`config.mk`:
```
export PLATFORM = sky130hd
export DESIGN_NAME = router_merge_buffer
export DESIGN_NICKNAME = d
export VERILOG_FILES = /design/src/rtl/router_merge_buffer.sv
export SDC_FILE = /design/constraint.sdc
export NUM_CORES = 1
export LEC_CHECK = 0
export ABC_AREA = 1
export CAP_MARGIN = 25
export CORE_UTILIZATION = 60
export DETAILED_ROUTE_END_ITERATION = 10
export PLACE_DENSITY = 0.92
export SLEW_MARGIN = 10
export SYNTH_ARGS = -nofsm -noshare
export SYNTH_HDL_FRONTEND = slang
export SYNTH_SLANG_ARGS = --single-unit
```
`constraint.sdc`:
```
create_clock -name clk -period 4.15 [get_ports clk]
set_input_delay 0.83 -clock clk [delete_from_list [all_inputs] [get_ports clk]]
set_output_delay 0.83 -clock clk [all_outputs]
set_load 0.005 [all_outputs]
```
`src/rtl/router_merge_buffer.sv`:
```
// router_merge_buffer: credit-flow-controlled output FIFO after the quadtree merge stage.
// Optional tail-address coalescing is enabled by defining ROUTER_MERGE_COALESCE_EN.
module router_merge_buffer #(
  parameter int FLIT_WIDTH  = 36,
  parameter int DEPTH       = 4,
  parameter int CREDIT_INIT = 4
) (
  input  logic                    clk,
  input  logic                    rst,
  input  logic                    merge_en,
  input  logic [FLIT_WIDTH-1:0]   merge_data,
  output logic                    merge_stall,
  output logic                    out_valid,
  output logic [FLIT_WIDTH-1:0]   out_data,
  input  logic                    credit_in,
  output logic [$clog2(DEPTH):0]  fifo_count
);
  localparam int AW = $clog2(DEPTH);
  logic [FLIT_WIDTH-1:0] mem [DEPTH];
  logic [AW-1:0] wr_ptr, rd_ptr;
  logic [3:0] credits;
  logic full, empty, send, hit, accept, push;
  assign full  = fifo_count == (AW+1)'(DEPTH);
  assign empty = fifo_count == '0;
  assign send  = !empty && credits != '0;
`ifdef ROUTER_MERGE_COALESCE_EN
  logic [AW-1:0] tail_ptr;
  assign tail_ptr = wr_ptr - 1'b1;
  // a lone tail that is leaving this cycle cannot absorb the flit
  assign hit = !empty && mem[tail_ptr][31:16] == merge_data[31:16] &&
               (fifo_count != (AW+1)'(1) || !send);
`else
  assign hit = 1'b0;
`endif
  assign merge_stall = full && !hit;
  assign accept      = merge_en && !merge_stall;
  assign push        = accept && !hit;
  always_ff @(posedge clk) begin
    if (push) mem[wr_ptr] <= merge_data;
`ifdef ROUTER_MERGE_COALESCE_EN
    else if (accept) mem[tail_ptr][15:0] <= mem[tail_ptr][15:0] + merge_data[15:0];
`endif
  end
  always_ff @(posedge clk or posedge rst) begin
    if (rst) begin
      wr_ptr     <= '0;
      rd_ptr     <= '0;
      fifo_count <= '0;
      out_valid  <= 1'b0;
      out_data   <= '0;
      credits    <= 4'(CREDIT_INIT);
    end else begin
      if (push) wr_ptr <= wr_ptr + 1'b1;
      if (send) rd_ptr <= rd_ptr + 1'b1;
      if (send) out_data <= mem[rd_ptr];
      out_valid  <= send;
      fifo_count <= fifo_count + (AW+1)'(push) - (AW+1)'(send);
      credits    <= (credit_in && !send && credits != 4'(CREDIT_INIT)) ? credits + 1'b1 :
                    (send && !credit_in) ? credits - 1'b1 : credits;
    end
  end
endmodule
```
==> out/results.txt <==
register area: 5530 um^2
total gr overflow: 0
initial core utilization: 61.7%
dominant combinational cell family by area after synthesis: simple AND/OR/NAND/NOR gates
row count: 40
CP startpoint kind: flip-flop
Placeable Area: 12000 um^2
drt wl/cell: 18.7 um
Worst Path Required: 3320 ps
Die H: 113 um
post-synthesis cell count: 582
Buf/Inv on CP: 1
largest net degree at the start of global routing: 75
Max-Cap Viols: 0
Total Routing Usage GR: 25.3%
CP max stage delay: 510 ps
H-tree lvl count: 4
Least-Margin Pin Slew: 815 ps
Fmax: 389 MHz
Post-Syn Area: 7410 um^2
IO Count: 81
slew margin rel.: 45.7%
global-route wire length before repair: 23900 um
setup ws final: 1580 ps
DRC: 0
postcts setup bufs: 0
P_leak: 0.00326 uW
clock buffer count from CTS: 17
Compound-Gate Fraction of Synth Area: 8.26%
Post-CTS Resized: 0
crit-path max FO: 5
Max Slew Vio Count: 0
pre-CTS setup slack: 1330 ps
number of fillers in the final layout: 690
drt via density: 5.71
HPWL Detailed: 8880 um
Fin Hold WS: 519 ps
clock sinks: 192
antenna cells: 0
setup tns final: 0 ps
Synth warnings: 0
share of layout cells above drive strength 1: 7.74%
initial antenna violation count: 0
Die X: 113 um
Clock Tree Buf Depth: 2
Hold Path Class: flip-flop to flip-flop
area share of fa/ha/maj cells after synthesis: 1.89%
clk root buf: clkbuf_16
final worst path period share: 61.9%
worst setup path class: flip-flop to output pin
syn nets: 632
WP data arrival: 1740 ps
CTS tree: done
synthesized area per cell: 12.7 um^2
run status: completed
RSZ-0062 raised after global routing: no
cell chain of the critical path: or2_4 > nor2_1 > clkdlybuf4s50_1
gpl congestion: 0.790
final core utilization: 74.8%
Total Routed Length: 15300 um
DR iter-0 viols: 447
register area share after synthesis: 74.6%
Die Footprint: 12800 um^2
Crit. End Element: output pin
power per cell area: 772 nW/um^2
Final nets: 709
setup violators final: 0
clock period minus worst slack: 2570 ps
number of global-route vias before repair: 4816
Clock Latency Late Sink: 420 ps
Hold Violations, Final: 0
Worst-path clk slew: 70 ps
Post-CTS Hold Buffers: 0
vias: 4676
clock skew: 7.39 ps
Post-Synth Simple-Gate Area: 11.2%
Unique masters post-synth: 24
mux contribution to synthesized area: 0%
Worst path slowest cell: clkdlybuf4s50_1
synthesis-stage register bit count: 192
Final ANT Viol Nets: 0
multi-input logic area: 1650 um^2
synthesis-to-finish area growth: 21.2%
Max IR drop VDD: 0.448 mV
IO buf count: 80
first-pass iteration count of the detailed router: 5
fraction of synthesized cell area in xor and xnor cells: 0.591%
delay-heaviest family, CP: buffers and inverters
[synth_stat cells (all sizes together)]
| library cell | count | area (um^2) |
|---|---|---|
| nand3b | 1 | 7.51 |
| nand3 | 5 | 25.0 |
| a21o | 1 | 7.51 |
| a31oi | 36 | 225 |
| nand2 | 17 | 66.3 |
| nor2 | 192 | 721 |
| edfxtp | 144 | 4320 |
| o21ai | 73 | 369 |
| fa | 2 | 40.0 |
| inv | 17 | 63.8 |
| ha | 8 | 100 |
| clkbuf | 10 | 37.5 |
| or2 | 1 | 8.76 |
| buf | 20 | 154 |
| xor2 | 5 | 43.8 |
| dfstp | 1 | 26.3 |
| dfrtp | 47 | 1180 |
| a21oi | 2 | 10.0 |
[worst min-delay path, stage by stage (launching register included)]
cell and delay (ps):
dfstp_2 390, nand3_1 70, nand2_1 50
[through the flow]
stage               total power, uW  instance area [um^2]  cells
floorplan                      4410                  7410    582
global placement               5070                  8250    781
detailed placement             5290                  8350    785
CTS                            6910                  8930    817
global route                   7340                  8980    819
finish                         6930                  8980    819
[layer usage]
layer / GRT usage [%] / vias to the layer above / routed length (um)
li1: - / 2180 / -
met1: 31.6 / 2271 / 6080
met2: 42.3 / 195 / 7870
met3: 6.16 / 30 / 1060
met4: 11.6 / 0 / 308
met5: 0 / - / 0
[cells in the final DEF, fill, tap and decap left out, types with 5 or more instances in the layout]
cell type        instances
clkbuf_16               17
ha_1                     8
edfxtp_1               144
clkdlybuf4s50_1         80
a31oi_1                 36
nand3_1                  5
dfrtp_1                 45
o21ai_1                 17
inv_1                   13
nand2_1                 16
nor2_1                 188
o21ai_0                 55
xor2_1                   5
[path summary, 6_finish.rpt]
check	from	to	slack (ps)	cells after the start
setup / recovery	fifo_count[1]	merge_stall	1580	3
hold / removal	credits[2]	credits[2]	520	2
setup reg to reg	fifo_count[1]	fifo_count[2]	1650	8
hold reg to reg	credits[2]	credits[2]	520	2
max in group asynchronous	rst	out_data[27]	2860	3
min in group asynchronous	rst	credits[0]	750	2
[power by group]
group	total, uW	switching (uW)	internal [uW]	leakage (uW)
registers	2950	299	2650	0.00187
clock network	1590	687	906	0.000273
logic	2390	1380	1010	0.00112
[state kept, by name, summed over array words and instances, names as in the netlist]
| name | count |
|---|---|
| credits | 4 |
| fifo_count | 3 |
| mem | 144 |
| out_data | 36 |
| out_valid | 1 |
| rd_ptr | 2 |
| wr_ptr | 2 |
[area by class of cell]
cell class                      count  area share [%]
Clock inverter                     12            1.51
Timing Repair Buffer               88            10.8
Sequential cell                   192            61.6
Multi-Input combinational cell    343            18.4
Inverter                           17           0.711
Clock buffer                       20            4.97
Tap cell                          147            2.05
[logic make-up after synthesis]
| family | after synthesis |
|---|---|
| simple gates | 216 |
| flops | 192 |
| compound gates | 112 |
| buf+inv | 47 |
| fa+ha+maj | 10 |
| xor+xnor | 5 |
Note: power is estimated with default switching activity, not from simulation.
